==> src/rtl/timer_arbiter_if.sv <==
// Requester-side bus of timer_arbiter: request levels, per-requester counts,
// one-hot grant/completion, busy flag and current owner id.
interface timer_arbiter_if #(
    parameter int NREQ = 4,
    parameter int W    = 8,
    parameter int IDW  = 2
);
    logic [NREQ-1:0]   REQ;
    logic [NREQ*W-1:0] REQ_N;
    logic [NREQ-1:0]   GNT;
    logic [NREQ-1:0]   DONE;
    logic              BUSY;
    logic [IDW-1:0]    CUR_ID;

    modport master (
        output REQ, REQ_N,
        input  GNT, DONE, BUSY, CUR_ID
    );

    modport slave (
        input  REQ, REQ_N,
        output GNT, DONE, BUSY, CUR_ID
    );
endinterface

==> src/rtl/timer_arbiter.sv <==
// Round-robin arbiter sharing one divide-by-N cycle timer among NREQ requesters.
// Define TIMER_ARB_ABORT_EN to let the owner cancel its countdown by dropping REQ.
module timer_arbiter #(
    parameter int NREQ = 4,
    parameter int W    = 8,
    parameter int IDW  = 2
) (
    input  logic           CLK,
    input  logic           RES,
    timer_arbiter_if.slave bus
);
    typedef enum logic [1:0] {IDLE, COUNT, RECOV} state_e;

    state_e          state_q, state_d;
    logic [W-1:0]    cnt_q, cnt_d;
    logic [W-1:0]    nlat_q, nlat_d;
    logic [IDW-1:0]  last_q, last_d;
    logic [IDW-1:0]  cur_id_q, cur_id_d;
    logic [NREQ-1:0] gnt_q, gnt_d;
    logic [NREQ-1:0] done_q, done_d;
    logic            busy_q, busy_d;
    logic [IDW-1:0]  win_id;
    logic [W-1:0]    win_n;
    logic            abort;

    // Search LAST+1, LAST+2, ... wrapping; descending k lets the nearest hit win.
    function automatic logic [IDW-1:0] rr_pick(input logic [NREQ-1:0] req,
                                               input logic [IDW-1:0]  last);
        logic [IDW-1:0] pick;
        pick = last;
        for (int k = NREQ; k >= 1; k--) begin
            if (req[(int'(last) + k) % NREQ]) pick = IDW'((int'(last) + k) % NREQ);
        end
        return pick;
    endfunction

    assign win_id = rr_pick(bus.REQ, last_q);
    assign win_n  = bus.REQ_N[int'(win_id)*W +: W];

`ifdef TIMER_ARB_ABORT_EN
    assign abort = ~bus.REQ[cur_id_q];
`else
    assign abort = 1'b0;
`endif

    always_comb begin
        state_d  = state_q;
        cnt_d    = cnt_q;
        nlat_d   = nlat_q;
        last_d   = last_q;
        cur_id_d = cur_id_q;
        gnt_d    = gnt_q;
        done_d   = '0;
        busy_d   = busy_q;
        unique case (state_q)
            IDLE: begin
                if (|bus.REQ) begin
                    gnt_d         = '0;
                    gnt_d[win_id] = 1'b1;
                    cur_id_d      = win_id;
                    last_d        = win_id;
                    busy_d        = 1'b1;
                    // A zero count would never match cnt, so it is treated as one cycle.
                    nlat_d        = (win_n == '0) ? W'(1) : win_n;
                    cnt_d         = W'(1);
                    state_d       = COUNT;
                end
            end
            COUNT: begin
                if (abort) begin
                    gnt_d   = '0;
                    state_d = RECOV;
                end else if (cnt_q == nlat_q) begin
                    gnt_d            = '0;
                    done_d[cur_id_q] = 1'b1;
                    state_d          = RECOV;
                end else begin
                    cnt_d = cnt_q + W'(1);
                end
            end
            RECOV: begin
                busy_d  = 1'b0;
                state_d = IDLE;
            end
            default: state_d = IDLE;
        endcase
    end

    always_ff @(posedge CLK) begin
        if (RES) begin
            state_q  <= IDLE;
            cnt_q    <= '0;
            nlat_q   <= '0;
            last_q   <= IDW'(NREQ - 1);
            cur_id_q <= '0;
            gnt_q    <= '0;
            done_q   <= '0;
            busy_q   <= 1'b0;
        end else begin
            state_q  <= state_d;
            cnt_q    <= cnt_d;
            nlat_q   <= nlat_d;
            last_q   <= last_d;
            cur_id_q <= cur_id_d;
            gnt_q    <= gnt_d;
            done_q   <= done_d;
            busy_q   <= busy_d;
        end
    end

    assign bus.GNT    = gnt_q;
    assign bus.DONE   = done_q;
    assign bus.BUSY   = busy_q;
    assign bus.CUR_ID = cur_id_q;
endmodule

==> src/flat_wrapper.sv <==
// flat-port wrapper written by rule: the top's interface ports become plain ports
module timer_arbiter_flat 
#(
    parameter int NREQ = 4,
    parameter int W    = 8,
    parameter int IDW  = 2
)
  (CLK, RES, bus_REQ, bus_REQ_N, bus_GNT, bus_DONE, bus_BUSY, bus_CUR_ID);
  timer_arbiter_if #(.NREQ(NREQ), .W(W), .IDW(IDW)) bus_i ();
  input  logic CLK;
  input  logic RES;
  input wire logic [$bits(bus_i.REQ)-1:0] bus_REQ;
  input wire logic [$bits(bus_i.REQ_N)-1:0] bus_REQ_N;
  output wire logic [$bits(bus_i.GNT)-1:0] bus_GNT;
  output wire logic [$bits(bus_i.DONE)-1:0] bus_DONE;
  output wire logic [$bits(bus_i.BUSY)-1:0] bus_BUSY;
  output wire logic [$bits(bus_i.CUR_ID)-1:0] bus_CUR_ID;
  assign bus_i.REQ = bus_REQ;
  assign bus_i.REQ_N = bus_REQ_N;
  assign bus_GNT = bus_i.GNT;
  assign bus_DONE = bus_i.DONE;
  assign bus_BUSY = bus_i.BUSY;
  assign bus_CUR_ID = bus_i.CUR_ID;
  timer_arbiter #(.NREQ(NREQ), .W(W), .IDW(IDW)) u_core (.CLK(CLK), .RES(RES), .bus(bus_i));
endmodule
==> config.mk <==
export PLATFORM = sky130hd
export DESIGN_NAME = timer_arbiter_flat
export DESIGN_NICKNAME = d
export VERILOG_FILES = /design/src/rtl/timer_arbiter_if.sv /design/src/rtl/timer_arbiter.sv /design/src/flat_wrapper.sv
export SDC_FILE = /design/constraint.sdc
export NUM_CORES = 1
export LEC_CHECK = 0
export ABC_AREA = 1
export CAP_MARGIN = 20
export CORE_UTILIZATION = 40
export DETAILED_ROUTE_END_ITERATION = 6
export HOLD_SLACK_MARGIN = 0.08
export PLACE_DENSITY = 0.68
export SYNTH_ARGS = -nofsm -noshare
export SYNTH_HDL_FRONTEND = slang
export SYNTH_SLANG_ARGS = --single-unit
==> constraint.sdc <==
create_clock -name CLK -period 5.5 [get_ports CLK]
set_input_delay 0.825 -clock CLK [delete_from_list [all_inputs] [get_ports CLK]]
set_output_delay 0.825 -clock CLK [all_outputs]
set_load 0.005 [all_outputs]
# Yosys cells after proc, flatten, opt, wreduce, memory -nomap -nowiden
# Cells that the tools add are included.
dict set report op_classes {
  n_reduce_logical 17
  eq_ne 6
  n_bitwise 6
  order_cmp 8
  addsub 5
  n_shift 1
  muxes 32
}
# cell n
set op_table {}
lappend op_table {{indexed part select 32 x 6 -> 8 bit} 1}
lappend op_table {{two-way mux 8 bit} 3}
lappend op_table {{< comparator 3 x 4 -> 1 bit, second input constant} 4}
lappend op_table {{one-hot mux 8 bit (2 select lines)} 1}
lappend op_table {{two-way mux 2 bit} 6}
lappend op_table {{two-way mux 1 bit} 11}
lappend op_table {{adder 8 x 1 -> 8 bit, second input constant} 1}
lappend op_table {{binary-select mux 1 bit (select 2 bit)} 4}
lappend op_table {{equality test 8 bit} 1}
lappend op_table {{logical NOT 8 bit} 1}
lappend op_table {{two-way mux 4 bit} 2}
lappend op_table {{one-hot mux 4 bit (2 select lines)} 1}
lappend op_table {{OR reduction 2 bit} 4}
lappend op_table {{< comparator 2 x 3 -> 1 bit, second input constant} 2}
lappend op_table {{AND reduction 2 bit} 3}
lappend op_table {{AND reduction 3 bit} 2}
lappend op_table {{adder 2 x 1 -> 2 bit, second input constant} 2}
lappend op_table {{adder 2 bit, second input constant} 2}
lappend op_table {{bitwise AND 1 bit, first input constant} 4}
lappend op_table {{demux 1 bit (select 2 bit)} 2}
lappend op_table {{greater-or-equal comparator 2 x 1 -> 1 bit, second input constant} 2}
lappend op_table {{!= test 2 x 1 -> 1 bit, second input constant} 2}
lappend op_table {{one-hot mux 2 bit (2 select lines)} 1}
lappend op_table {{nonzero test 2 bit} 2}
lappend op_table {{other kinds (9)} 11}
dict set report totals {
  reg_bits 31
  wordCells 83
  inputBits 38
}

# Logic depth before layout (Yosys ltp)
# Gate-level depths: netlist of the first run.
dict set report depth {
  word_depth 16
  depth_mapped 18
  mapped_depth_nobuf 17
}

# Least setup slack after synthesis of the first run
# No wires, ideal clock.
dict set report synth_timing {
  path_type {input-to-reg}
  from {in bus_REQ[0]}
  to {reg u_core.nlat_q[0]}
  slack_ns 3.431
  stages 14
  setup_ns 0.066
  required_ns 5.434
  t_arrival_ns 2.003
  path_buffers 1
  cell_sequence {nand2_1 nand2_2 nand2_4 nand2_1 inv_2 nand3_2 buf_4 nand4_1 nand2_1 nor2_2 nand2_1 nor2_1 nand2_1 a21oi_2}
}
dict set report synth_via {
  elab_chain_len 10
}
# element line
set synth_lines {}
lappend synth_lines {{start: declaration} flat_wrapper.sv:12} ;# input wire logic [$bits(bus_i.REQ)-1:0] bus_REQ;
lappend synth_lines {{binary-select mux 1 bit (select 2 bit)} timer_arbiter.sv:32} ;# if (req[(int'(last) + k) % NREQ]) pick = IDW'((int'(last) + k) % NREQ);
lappend synth_lines {{two-way mux 1 bit (not written as such) (2 in a row)} timer_arbiter.sv:32}
lappend synth_lines {{two-way mux 2 bit (4 in a row)} timer_arbiter.sv:32}
lappend synth_lines {{indexed part select 32 x 6 -> 8 bit} timer_arbiter.sv:38} ;# assign win_n = bus.REQ_N[int'(win_id)*W +: W];
lappend synth_lines {{logical NOT 8 bit} timer_arbiter.sv:64} ;# nlat_d = (win_n == '0) ? W'(1) : win_n;
lappend synth_lines {{two-way mux 8 bit} timer_arbiter.sv:64}
lappend synth_lines {{end signal: assignment} timer_arbiter.sv:102} ;# nlat_q <= nlat_d;
lappend synth_lines {{end: declaration} timer_arbiter.sv:16} ;# logic [W-1:0] nlat_q, nlat_d;
# Several ways; a longest one is shown, not always the timed one. The select of a mux whose other input is x is not followed.
# A chain may end at the register's enable or synchronous reset.

# Final worst setup path of the first run
dict set report layout_timing {
  from {in bus_REQ[3]}
  to {reg u_core.cnt_q[5]}
}
dict set report layout_via {
  elab_chain_len 3
}
# element line
set layout_lines {}
lappend layout_lines {{OR reduction 4 bit} timer_arbiter.sv:57} ;# if (|bus.REQ) begin
lappend layout_lines {{!= test 2 x 1 -> 1 bit (no line)} --}
lappend layout_lines {{AND reduction 3 bit (no line)} --}
lappend layout_lines {{end signal: assignment} timer_arbiter.sv:101} ;# cnt_q <= cnt_d;
lappend layout_lines {{end: declaration} timer_arbiter.sv:15} ;# logic [W-1:0] cnt_q, cnt_d;
# No other way between the ends.

==> results.tsv, run 1 <==
stage	metric	value	unit
routing	DRC Markers	0	
finish	highest-count cells in the layout ignoring fill and taps	65 x sky130_fd_sc_hd__nand2_1, 48 x sky130_fd_sc_hd__clkdlybuf4s50_1, 31 x sky130_fd_sc_hd__dfxtp_1	
sta	part of the cycle the worst path needs	53.0	%
global_route	initial antenna violation count	0	
critical_path	critical path class	input pin to flop	
synth	netlist area before placement	1790	µm²
cts	CTS sink count	31	
finish	total non-filler cell area in the finished layout	2340	µm²
global_route	global route overflow	0	
global_route	number of global-route vias before repair	1560	
global_route	wire length of the first global-routing pass	6.77	mm
routing	antenna violation net count after detailed routing	0	
pwr	leakage power figure	1.00	nW
routing	iteration count of the initial detailed-routing pass	4	
sta	setup repair after global routing missed its margin	false	
hold_path	classification of the worst-slack hold path	flop to flop	
routing	Initial DRC Count	97	
synth	sequential fraction of the synthesis area	34.8	%
global_route	met1 usage in global routing	25.6	%
critical_path	cell seen most often among critical-path stages	sky130_fd_sc_hd__inv_1	
synth	number of storage elements in the synthesis netlist	31	
routing	number of vias in the routed layout	1800	
sta	post-route clock skew	6.49	ps
floorplan	count of pins on the block boundary	49	
sta	transition time at the pin with the least slew margin	944	ps
placed_design	routability cong.	0.792	
placed_design	Worst Setup Slack post-DPL	2300	ps
finish	commonest non-fill, non-tap cell in the layout	sky130_fd_sc_hd__nand2_1	
floorplan	initial cell density of the core	43.1	%
placed_design	total cell area at the placement stage	2260	µm²
cts	number of buffers between clock root and the deepest sink	2	
critical_path	maximum fanout along the worst path	16	
placed_design	# port buffers	48	
cts	root cell of the clock tree	sky130_fd_sc_hd__clkbuf_8	
sta	normalized max-slew margin	36.8	%
critical_path	slack of the worst reg-to-reg path	3110	ps
critical_path	CP max stage delay	710	ps
finish	Area growth, synth to finish	31.3	%
cts	hold_buf cts	0	
floorplan	vertical extent of the die	68.8	µm
flow_run	max cap viols	0	
cts	H-Tree Depth	2	
cts	setup bufs post-CTS	0	
sta	timing-limited maximum frequency	343	MHz
critical_path	crit start category	input pin	
status	status	finished, final reports clean	
synth	unique cell type count in the Yosys netlist	34	
global_route	maximum number of pins on one net before global-route repair	20	
sta	number of setup violations in the final report	0	
synth	number of warnings issued by yosys	0	
critical_path	critical path's slowest cell	sky130_fd_sc_hd__nor2_1	
hold_path	Hold Crit Endpoint	u_core.bus.BUSY	
critical_path	required time of the critical path	5700	ps
finish	share of final-layout standard cells stronger than drive strength 1	10.1	%
synth	syn_area_per_cell	6.87	µm²
global_route	global-route total usage across every layer	19.5	%
floorplan	Placeable Area	4140	µm²
cts	post_cts resized	0	
sta	setup TNS	0	ps
sta	minimum setup slack in the final design	2590	ps
sta	hold violation total from the final report	0	
routing	detailed-route wire length	4.11	mm
critical_path	reg-to-reg critical path startpoint	u_core.last_q[0]	
global_route	Top Usage Layer GRT	met2	
critical_path	logic depth of the worst register-to-register path	16	
cts	clk slew on worst S/H paths	60	ps
critical_path	kind of end point of the critical path	flop	
sta	Final Critical Period	2910	ps
floorplan	DIE WIDTH	68.8	µm
pwr	worst voltage drop across the vdd grid	0.313	mV
placed_design	hpwl dp	3.25	mm
cts	insertion delay of the later-clocked pin in the worst-skew pair	280	ps
hold_path	Min-Delay Startpoint	u_core.bus.BUSY	
pwr	power per standard cell area	577	nW/µm²
hold_path	hold path cells	2	
finish	count of antenna diodes in the layout	0	
cts	clock buffers created by TritonCTS	5	
pwr	Power, Total	0.00135	W
routing	routed len/inst	11.5	µm
global_route	global-route met3 utilization	3.62	%
global_route	GR Layer Usage met2	30.5	%
floorplan	full die area	4730	µm²
routing	routed vias/inst	5.03	
synth	Post-Syn Instances	260	
cts	CTS tree	yes	
floorplan	Rows	23	
critical_path	cell breakdown of the critical path	clkdlybuf4s50_1 -> nor4_1 -> or2_2 -> inv_1 -> nor2_1 -> inv_1 -> nor3b_1	
critical_path	endpoint of the worst-slack reg-to-reg timing path	u_core.nlat_q[0]	
sta	final max-slew violation count	0	
critical_path	data arrival time of the critical path	3110	ps
finish	total number of nets in the final design	346	
synth	synthesized net count	299	
-- where the power goes --
group / switching [W] / total, W / internal, W
combinational: 0.000541 / 0.000837 / 0.000296
clock: 0.0000798 / 0.000168 / 0.0000885
sequential: 0.0000562 / 0.000347 / 0.000291
-- worst max-delay path by stage --
stage	cells after the start	to	slack, ps	start
CTS	7	u_core.cnt_q[5]	2580	bus_REQ[2]
floorplan	14	u_core.nlat_q[0]	3430	bus_REQ[0]
finish	7	u_core.cnt_q[5]	2590	bus_REQ[3]
global placement	7	u_core.cnt_q[5]	2390	bus_REQ[3]
detailed placement	7	u_core.bus.CUR_ID[0]	2300	bus_REQ[3]
global route	7	u_core.bus.CUR_ID[0]	2250	bus_REQ[2]
-- cell type report --
type                            instances  area (µm²)
Clock buffer                            7        76.3
Clock inverter                          1        5.00
Fill cell                             419        1800
Inverter                               24        95.1
Multi-Input combinational cell        197        1000
Sequential cell                        31         621
Tap cell                               50        62.6
Timing Repair Buffer                   48         480
-- synth_stat cells --
| cell type | count | area share (%) |
|---|---|---|
| sky130_fd_sc_hd__nand2_1 | 65 | 14 |
| sky130_fd_sc_hd__dfxtp_1 | 31 | 35 |
| sky130_fd_sc_hd__nand3_1 | 26 | 7.3 |
| sky130_fd_sc_hd__inv_1 | 21 | 4.4 |
| sky130_fd_sc_hd__nor2_1 | 21 | 4.4 |
| sky130_fd_sc_hd__nand4_1 | 14 | 4.9 |
| sky130_fd_sc_hd__o21ai_0 | 14 | 3.9 |
| sky130_fd_sc_hd__nor3_1 | 10 | 2.8 |
| sky130_fd_sc_hd__nand2_2 | 9 | 3.2 |
| sky130_fd_sc_hd__a21oi_1 | 8 | 2.2 |
| sky130_fd_sc_hd__buf_6 | 4 | 2.5 |
| sky130_fd_sc_hd__nor2_2 | 4 | 1.4 |
| sky130_fd_sc_hd__xor2_1 | 4 | 2.0 |
| sky130_fd_sc_hd__nand2_4 | 3 | 1.9 |
| sky130_fd_sc_hd__o22ai_1 | 3 | 1.1 |
| sky130_fd_sc_hd__clkbuf_1 | 2 | 0.42 |
| sky130_fd_sc_hd__inv_2 | 2 | 0.42 |
| sky130_fd_sc_hd__nand3_2 | 2 | 1.1 |
| sky130_fd_sc_hd__xnor2_1 | 2 | 0.98 |
| sky130_fd_sc_hd__a21oi_2 | 1 | 0.49 |
| sky130_fd_sc_hd__a22oi_1 | 1 | 0.42 |
| sky130_fd_sc_hd__a311oi_1 | 1 | 0.49 |
| sky130_fd_sc_hd__a31oi_1 | 1 | 0.35 |
| sky130_fd_sc_hd__and3_1 | 1 | 0.35 |
| sky130_fd_sc_hd__buf_2 | 1 | 0.28 |
| sky130_fd_sc_hd__buf_4 | 1 | 0.42 |
| sky130_fd_sc_hd__ha_1 | 1 | 0.70 |
| sky130_fd_sc_hd__inv_6 | 1 | 0.49 |
| sky130_fd_sc_hd__nor2_4 | 1 | 0.63 |
| sky130_fd_sc_hd__nor3b_1 | 1 | 0.42 |
| sky130_fd_sc_hd__nor4_1 | 1 | 0.35 |
| sky130_fd_sc_hd__o21ai_2 | 1 | 0.49 |
| sky130_fd_sc_hd__o21bai_1 | 1 | 0.42 |
| sky130_fd_sc_hd__or2_2 | 1 | 0.35 |
-- per-stage QoR --
stage                     std cells  utilization, %  hold WS (ps)
after detailed placement        350            54.6           472
after floorplan                 260               -           447
after global placement          350            54.6           463
final                           358            56.6           481
after CTS                       358            56.6           481
after global routing            358            56.6           504
-- cell families after synthesis --
logic type / share of synthesized area, %
buffers and inverters: 8.97
AOI/OAI and AO/OA: 9.88
adders and majority gates: 0.701
xor gates and xnor gates: 2.94
and+or+nand+nor: 42.7
DFF: 34.8
-- sequential cells by signal, summed over array words and instances, names as in the netlist --
signal	flops
u_core.bus.BUSY	1
u_core.bus.CUR_ID	2
u_core.bus.DONE	4
u_core.bus.GNT	4
u_core.cnt_q	8
u_core.last_q	2
u_core.nlat_q	8
u_core.state_q	2
-- metal layers --
metal | wire, µm | share of wire [%]
met5 | 0 | 0
met4 | 70 | 1.7
met3 | 224 | 5.4
met2 | 1770 | 43
met1 | 2040 | 50
-- critical path, delay by kind of cell --
kind          cells  cell delay [ps]
buf+inv           3              810
simple gates      4             1470
No activity file was read; power rests on OpenSTA's default activity.
==> run 2: changes to the inputs <==
Clock period 5.5 ns to 2.8 ns, I/O delays scaled along.
==> run 2 against run 1 <==
  * First-iteration DRC count grew 20%
  * Wire length rose by 4.8%
  * Setup slack got worse by 2100 ps
  * Core utilization up 0.69 points
  * Die area unchanged
  * Via count rose by 0.11%
  * Critical path depth is 9 higher
  * Register-to-register slack worse by 2700 ps
  * Non-clock buffer count increased by 3
  * Global-route usage up 0.77 points
==> results.tsv, run 2 (same netlist as run 1, synthesis figures left out) <==
stage	metric	value	unit
placed_design	routability cong.	0.809	
sta	part of the cycle the worst path needs	83.6	%
critical_path	critical path's slowest cell	sky130_fd_sc_hd__dfxtp_1	
critical_path	logic depth of the worst register-to-register path	16	
routing	Initial DRC Count	116	
floorplan	Placeable Area	4140	µm²
flow_run	max cap viols	0	
sta	final max-slew violation count	0	
critical_path	crit start category	flop	
global_route	maximum number of pins on one net before global-route repair	20	
cts	CTS tree	yes	
cts	post_cts resized	0	
finish	total number of nets in the final design	349	
routing	detailed-route wire length	4.31	mm
floorplan	vertical extent of the die	68.8	µm
finish	share of final-layout standard cells stronger than drive strength 1	11.3	%
global_route	wire length of the first global-routing pass	7.03	mm
critical_path	required time of the critical path	3020	ps
critical_path	data arrival time of the critical path	2560	ps
floorplan	full die area	4730	µm²
floorplan	initial cell density of the core	43.1	%
hold_path	hold path cells	1	
placed_design	# port buffers	48	
global_route	number of global-route vias before repair	1575	
sta	number of setup violations in the final report	0	
cts	insertion delay of the later-clocked pin in the worst-skew pair	280	ps
cts	setup bufs post-CTS	0	
sta	timing-limited maximum frequency	427	MHz
cts	clk slew on worst S/H paths	60	ps
floorplan	count of pins on the block boundary	49	
sta	normalized max-slew margin	68.7	%
routing	number of vias in the routed layout	1802	
routing	routed vias/inst	5.01	
critical_path	endpoint of the worst-slack reg-to-reg timing path	u_core.nlat_q[0]	
placed_design	hpwl dp	3.39	mm
sta	hold violation total from the final report	0	
routing	routed len/inst	12.0	µm
critical_path	cell breakdown of the critical path	inv_6 -> nand2_2 -> nand2_2 -> nand2_4 -> nand2_1 -> inv_2 -> nand3_2 -> nand2_4 -> inv_1 -> nand3_1 -> nand2_1 -> nor2_2 -> nand2_1 -> nor2_1 -> nand2_1 -> a21oi_2	
pwr	power per standard cell area	1140	nW/µm²
cts	CTS sink count	31	
sta	setup repair after global routing missed its margin	false	
pwr	worst voltage drop across the vdd grid	1.23	mV
finish	count of antenna diodes in the layout	0	
sta	post-route clock skew	3.15	ps
critical_path	reg-to-reg critical path startpoint	u_core.last_q[0]	
critical_path	CP endpoint	u_core.nlat_q[0]	
cts	hold_buf cts	0	
finish	Area growth, synth to finish	32.9	%
hold_path	classification of the worst-slack hold path	flop to flop	
pwr	leakage power figure	1.02	nW
global_route	global route overflow	0	
floorplan	Rows	23	
critical_path	kind of end point of the critical path	flop	
cts	clock buffers created by TritonCTS	5	
global_route	initial antenna violation count	0	
critical_path	cell seen most often among critical-path stages	sky130_fd_sc_hd__nand2_1	
sta	Final Critical Period	2340	ps
routing	iteration count of the initial detailed-routing pass	4	
finish	count of fill cells added during filler insertion	400	
routing	antenna violation net count after detailed routing	0	
critical_path	CP max stage delay	610	ps
status	status	finished, final reports clean	
critical_path	slack of the worst reg-to-reg path	460	ps
finish	commonest non-fill, non-tap cell in the layout	sky130_fd_sc_hd__nand2_1	
finish	largest registers	u_core.cnt_q: 8 flops, u_core.nlat_q: 8 flops	
cts	root cell of the clock tree	sky130_fd_sc_hd__clkbuf_8	
global_route	global-route total usage across every layer	20.2	%
cts	H-Tree Depth	2	
critical_path	Crit path max-delay family	simple AND/OR/NAND/NOR gates	
critical_path	Crit path buffers/inverters	3	
finish	highest-count cells in the layout ignoring fill and taps	65 x sky130_fd_sc_hd__nand2_1, 48 x sky130_fd_sc_hd__clkdlybuf4s50_1, 31 x sky130_fd_sc_hd__dfxtp_1	
critical_path	number of cells on the critical path	16	
sta	worst-case hold slack	480	ps
pwr	Power, Total	0.00271	W
routing	DRC Markers	0	
cts	number of buffers between clock root and the deepest sink	2	
critical_path	maximum fanout along the worst path	18	
sta	transition time at the pin with the least slew margin	469	ps
sta	setup TNS	0	ps
floorplan	DIE WIDTH	68.8	µm
critical_path	critical path class	flop to flop	
critical_path	beginning of the critical path	u_core.last_q[0]	
## run 2: cell types whose count changed in the layout (fill, tap and decap cells not counted)
cell                       previous run  this run
sky130_fd_sc_hd__buf_4                0         3
sky130_fd_sc_hd__clkbuf_1             2         0
sky130_fd_sc_hd__clkbuf_8             5         6
## run 2: per-stage QoR
stage | utilization, % | instance area (µm²) | worst slack [ps] | cells
after floorplan | - | 1790 | 1080 | 260
after global placement | 55.2 | 2290 | 305 | 353
after detailed placement | 55.2 | 2290 | 255 | 353
after CTS | 57.3 | 2370 | 476 | 360
after global routing | 57.3 | 2370 | 202 | 360
final | 57.3 | 2370 | 458 | 360
## run 2: power by group
group	switching (W)	internal [W]	total, W
Clock	0.000158	0.000192	0.000350
Combinational	0.00107	0.000608	0.00168
Sequential	0.000108	0.000571	0.000679
Total	0.00134	0.00137	0.00271
## run 2: worst min path at each step
stage                               from                  to
CTS                 u_core.bus.CUR_ID[0]  u_core.bus.DONE[2]
detailed placement      u_core.nlat_q[7]    u_core.nlat_q[7]
floorplan               u_core.nlat_q[1]    u_core.nlat_q[1]
global route        u_core.bus.CUR_ID[0]  u_core.bus.DONE[2]
finish              u_core.bus.CUR_ID[0]  u_core.bus.DONE[2]
global placement        u_core.nlat_q[7]    u_core.nlat_q[7]
## run 2: final cells by class
type,count,area (µm²),area share [%]
clock inverters,1,5.00,0.211
inverters,24,95.1,4.01
flip-flops and latches,31,621,26.1
well taps,50,62.6,2.64
multi-input cells,197,1000,42.3
clock buffers,6,82.6,3.48
repair buffers,51,503,21.2
## run 2: per-layer routing
layer | vias up | share of wire [%] | track usage [%]
met4 | 0 | 1.8 | 8.16
met2 | 55 | 41 | 30.9
met1 | 777 | 52 | 27.1
li1 | 962 | - | -
met5 | - | 0 | 0
met3 | 8 | 4.6 | 4.93
## run 2: worst reg2reg max path, stage by stage (launching register included)
cell                      delay [ps]
sky130_fd_sc_hd__dfxtp_1         610
sky130_fd_sc_hd__inv_6           100
sky130_fd_sc_hd__nand2_2          80
sky130_fd_sc_hd__nand2_2          80
sky130_fd_sc_hd__nand2_4         100
sky130_fd_sc_hd__nand2_1          70
sky130_fd_sc_hd__inv_2            70
sky130_fd_sc_hd__nand3_2         250
sky130_fd_sc_hd__nand2_4         280
sky130_fd_sc_hd__inv_1           100
sky130_fd_sc_hd__nand3_1          70
sky130_fd_sc_hd__nand2_1          60
sky130_fd_sc_hd__nor2_2          110
sky130_fd_sc_hd__nand2_1          60
sky130_fd_sc_hd__nor2_1           80
sky130_fd_sc_hd__nand2_1          60
sky130_fd_sc_hd__a21oi_2         100
==> edit 1 (settings of run 1) <==
`W` is set to 8 in 3 places; all go to 12.
--- a/src/rtl/timer_arbiter_if.sv
+++ b/src/rtl/timer_arbiter_if.sv
@@ -3,5 +3,5 @@
 interface timer_arbiter_if #(
     parameter int NREQ = 4,
-    parameter int W    = 8,
+    parameter int W    = 12,
     parameter int IDW  = 2
 );
--- a/src/rtl/timer_arbiter.sv
+++ b/src/rtl/timer_arbiter.sv
@@ -3,5 +3,5 @@
 module timer_arbiter #(
     parameter int NREQ = 4,
-    parameter int W    = 8,
+    parameter int W    = 12,
     parameter int IDW  = 2
 ) (
--- a/src/flat_wrapper.sv
+++ b/src/flat_wrapper.sv
@@ -3,5 +3,5 @@
 #(
     parameter int NREQ = 4,
-    parameter int W    = 8,
+    parameter int W    = 12,
     parameter int IDW  = 2
 )
Ports: changed (resized bus_REQ_N); port bits go from 49 to 65. The function was not compared with the original's and may differ.
==> edit 1 against run 1 <==
- area after synthesis rose by 28%
- setup slack got worse by 350 ps
- total power grew 29%
- final area is 31% higher
- routed wire length grew 42%
- non-clock buffer count grew 16
- die area up 27%
- sequential cell count rose by 8
- critical path type unchanged
- highest routed layer unchanged
==> edit 1: results <==
metrics = {
    "critical_path": {
        "worst-r2r-cell-count": 16,
        "critPathArrivalTime_ps": 3500,
        "critPathSlowestCell": "sky130_fd_sc_hd__nand2_2",
        "crit_fanout": 29,
        "critical_path.startpoint": "bus_REQ[1]",
        "r2r_setup_slack_ps": 2550,
    },
    "routing": {
        "drt_iter0_drc": 102,
        "wl_met2_um": 2630,
        "avgRoutedWirePerCell_um": 12.0,
        "m1WireLength_um": 2740,
        "vias": 2438,
    },
    "layout": {
        "fin_util_pct": 55.9,
        "num-nets-final": 469,
        "proportion_of_cell_area_occupied_by_multi_input_gates_pct": 41.8,
        "reg_top3": "u_core.cnt_q x12, u_core.nlat_q x12",
        "num-nonclk-buffers": 64,
        "buffer_area_share_pct": 20.8,
        "drive_above_1_share_pct": 5.78,
        "clockNetworkAreaShare_pct": 4.43,
        "number_of_ordinary_inverters_in_the_final_layout": 37,
        "comb.multi_input.count": 267,
        "finalNonFillerCells": 487,
    },
    "timing": {
        "hold_ws_ps": 464,
        "max_freq_mhz": 306,
        "max_slew.worst_pin.slew_ps": 750,
        "worst_clock_skew_ps": 6.38,
    },
    "placement": {
        "dp_worst_setup_slack_ps": 1950,
        "place_inst": 479,
        "numPortBuffers": 64,
        "gpl.final_weighted_congestion": 0.768,
        "placement.cell_area_um2": 2940,
        "detailed_placement_wirelength_estimate_um": 4560,
    },
    "hold_path": {
        "worst_hold_startpoint": "u_core.bus.GNT[3]$_SDFFE_PP0P_",
        "hold_path_end": "u_core.bus.GNT[3]$_SDFFE_PP0P_",
    },
    "logic_synthesis": {
        "postSynthNetCount": 412,
        "ys_seq_elements": 39,
        "synth.distinct_cells": 31,
        "post_synth_most_frequent_cells": "sky130_fd_sc_hd__nand2_1 (102), sky130_fd_sc_hd__dfxtp_1 (39), sky130_fd_sc_hd__nor2_1 (38)",
        "synth.top_cells.by_area": "sky130_fd_sc_hd__dfxtp_1 (34%), sky130_fd_sc_hd__nand2_1 (17%), sky130_fd_sc_hd__nand3_1 (6.8%)",
        "post_synth.cell_area_avg_um2": 6.42,
    },
    "global_routing": {
        "pin_count_of_the_biggest_net_entering_global_routing": 30,
        "grt_first_pass_wirelength_um": 9810,
        "grt_pass1_vias": 2193,
        "global_route.usage.met2_pct": 32.2,
    },
    "pwr": {
        "power.leakage_nw": 1.31,
        "vdd_drop_max_v": 0.000400,
    },
    "status": {
        "outcome": "finished, final reports clean",
    },
    "cts": {
        "worst_skew_pair.late_latency_ps": 300,
    },
    "die": {
        "fp.dieArea_um2": 6030,
    },
}
==> edit 1: changes by cell type after synthesis, sizes merged, moves of 5 or more <==
| cell | change |
|---|---|
| nand2 | +31 |
| inv | +13 |
| nor2 | +13 |
| dfxtp | +8 |
| a21oi | +6 |
| nand3 | +6 |
| o22ai | +5 |
==> edit 1: where the power goes <==
group	internal [mW]	total, mW	switching (mW)
combinational	0.353	1.02	0.670
sequential	0.364	0.429	0.0645
clock	0.181	0.286	0.105
==> edit 1: cell families (layout without fill, tap and decap cells) <==
| group | count (synthesis) | in the layout | synth area share (%) |
|---|---|---|---|
| adder cells (fa/ha/maj) | 1 | 1 | 0.546 |
| flip-flops | 39 | 39 | 34.1 |
| XOR/XNOR | 10 | 10 | 3.82 |
| AO/OA/AOI/OAI | 41 | 41 | 9.99 |
| AND/OR/NAND/NOR | 215 | 215 | 41.8 |
| buffers and inverters | 51 | 109 | 9.78 |
==> edit 2 (flow settings as in run 1) <==
Without the edit above. The option `TIMER_ARB_ABORT_EN` is turned on by a define.
--- a/src/rtl/timer_arbiter.sv
+++ b/src/rtl/timer_arbiter.sv
@@ -1,4 +1,6 @@
 // Round-robin arbiter sharing one divide-by-N cycle timer among NREQ requesters.
 // Define TIMER_ARB_ABORT_EN to let the owner cancel its countdown by dropping REQ.
+`define TIMER_ARB_ABORT_EN
+
 module timer_arbiter #(
     parameter int NREQ = 4,
Function: changed (Yosys sat finds a counterexample within 4 cycles, from zero or initial values).
==> edit 2 against run 1 <==
- total power rose by 7.1%
- routed wire length rose by 4.5%
- utilization is 1.2 points lower
- setup slack better by 32 ps
- combinational power up 5.3%
- area after synthesis is 2.5% higher
- sequential cell count unchanged
- final area rose by 3.6%
- largest cell class unchanged
- worst hold slack lost 2.0 ps
==> edit 2: results <==
metrics = {
    "pwr": {
        "power.leakage_nw": 1.04,
        "switchingPower_mw": 0.710,
        "vdd_drop_max_v": 0.000313,
    },
    "hold_path": {
        "hold_path_end": "u_core.bus.BUSY$_SDFFE_PP0P_",
        "worst_hold_startpoint": "u_core.bus.BUSY$_SDFFE_PP0P_",
        "hp-class": "flop to flop",
    },
    "logic_synthesis": {
        "post_synth_most_frequent_cells": "sky130_fd_sc_hd__nand2_1 (70), sky130_fd_sc_hd__dfxtp_1 (31), sky130_fd_sc_hd__nand3_1 (28)",
        "yosys_warnings": 0,
        "postSynthNetCount": 311,
        "seq_area_frac_synth_pct": 33.9,
        "synth.distinct_cells": 32,
        "synth.top_cells.by_area": "sky130_fd_sc_hd__dfxtp_1 (34%), sky130_fd_sc_hd__nand2_1 (14%), sky130_fd_sc_hd__nand3_1 (7.7%)",
        "netlist.top_cell.by_area": "sky130_fd_sc_hd__dfxtp_1",
    },
    "global_routing": {
        "track_usage_pct": 19.4,
        "grt_first_pass_wirelength_um": 7630,
        "grt_pass1_vias": 1733,
        "antenna_found_initial": 0,
        "pin_count_of_the_biggest_net_entering_global_routing": 23,
    },
    "cts": {
        "clockBufferDepth": 2,
        "clkSlewWorstSetupHoldPaths_ps": 60,
        "post_cts_resized": 0,
        "htree_num_levels": 2,
        "cts.repair_timing.setup_buffer_count": 0,
        "cts.root.buffer_cell": "sky130_fd_sc_hd__clkbuf_8",
    },
    "timing": {
        "worst_clock_skew_ps": 2.43,
        "slew_headroom_pct": 44.5,
    },
    "layout": {
        "reg_top3": "u_core.cnt_q x8, u_core.nlat_q x8",
        "layout.filler_cells": 455,
        "num-nets-final": 357,
        "insertedDiodeCount": 0,
        "drive_above_1_share_pct": 9.09,
    },
    "critical_path": {
        "critPathSlowestCell": "sky130_fd_sc_hd__nor2_1",
        "max_stage_delay_ps": 640,
        "r2r_setup_slack_ps": 3100,
        "worst-r2r-cell-count": 16,
        "timing.rr.start": "u_core.last_q[0]$_SDFFE_PP1P_",
        "crit_fanout": 13,
        "critical_path.startpoint": "bus_REQ[3]",
        "critPathArrivalTime_ps": 3090,
    },
    "routing": {
        "number_of_vias_per_cell": 5.12,
        "drt_iter0_drc": 117,
        "first_pass_iters": 5,
        "avgRoutedWirePerCell_um": 11.6,
    },
    "placement": {
        "gpl.final_weighted_congestion": 0.804,
        "numPortBuffers": 48,
        "placement.cell_area_um2": 2310,
        "detailed_placement_wirelength_estimate_um": 3320,
    },
    "status": {
        "outcome": "finished, final reports clean",
    },
}
==> edit 2: cell count changes after synthesis, sizes merged, moves of 2 or more <==
cell	delta
inv	+3
nand2	+5
nand4	+3
nor3	-5
o21ai	-2
o31ai	+2
xnor2	+4
xor2	-3
==> edit 2: layout make-up <==
class / instances / area [um2] / share of cell area [%]
flip-flops and latches: 31 / 621 / 25.6
clock buffers: 6 / 82.6 / 3.40
repair buffers: 48 / 480 / 19.8
inverters: 28 / 110 / 4.53
multi-input cells: 204 / 1030 / 42.6
well taps: 52 / 65.1 / 2.68
clock inverters: 2 / 35.0 / 1.44
==> edit 2: kinds of logic after synthesis <==
logic type / Yosys count / synth area share, %
compound gates: 33 / 10.5
flops: 31 / 33.9
fa+ha+maj: 1 / 0.684
xor+xnor: 7 / 3.35
buf+inv: 37 / 9.51
simple gates: 163 / 42.0
==> edit 2: how the worst max path moves through the flow <==
stage | end | slack (ps) | depth (start not counted)
2_1_floorplan | u_core.nlat_q[0]$_SDFFE_PP0P_ | 3410 | 16
3_3_place_gp | u_core.nlat_q[4]$_SDFFE_PP0P_ | 2400 | 8
3_5_place_dp | u_core.nlat_q[2]$_SDFFE_PP0P_ | 2320 | 8
4_1_cts | u_core.nlat_q[2]$_SDFFE_PP0P_ | 2600 | 8
5_1_grt | u_core.nlat_q[4]$_SDFFE_PP0P_ | 2350 | 8
6_report | u_core.nlat_q[2]$_SDFFE_PP0P_ | 2620 | 8
==> edit 2: metrics by stage <==
stage / hold slack, ps / worst slack, ps / cells / utilization [%]
after floorplan: 449 / 3410 / 272 / -
after global placement: 470 / 2400 / 363 / 52.7
after detailed placement: 473 / 2320 / 363 / 52.7
after CTS: 482 / 2600 / 371 / 55.4
after global routing: 521 / 2350 / 371 / 55.4
final: 479 / 2620 / 371 / 55.4
==> edit 2: routing by layer <==
metal	share of wire [%]	vias to the layer above	global-route usage (%)
met5	0	-	0
met4	1.6	0	7.33
met3	5.5	5	4.51
met2	45	51	32.0
met1	48	845	24.5
li1	-	1000	-
==> edit 2: critical path, delay by kind of cell <==
family / cells / cell delay (ps)
buf+inv: 4 / 920
compound gates: 1 / 220
simple gates: 3 / 1120
==> edit 2: power groups by stage <==
stage / Combinational, mW / Sequential, mW / Clock, mW
2_1_floorplan: 0.746 / 0.325 / 0
3_3_place_gp: 0.879 / 0.345 / 0
3_5_place_dp: 0.882 / 0.344 / 0
4_1_cts: 0.886 / 0.340 / 0.235
5_1_grt: 0.999 / 0.348 / 0.245
6_report: 0.881 / 0.340 / 0.227
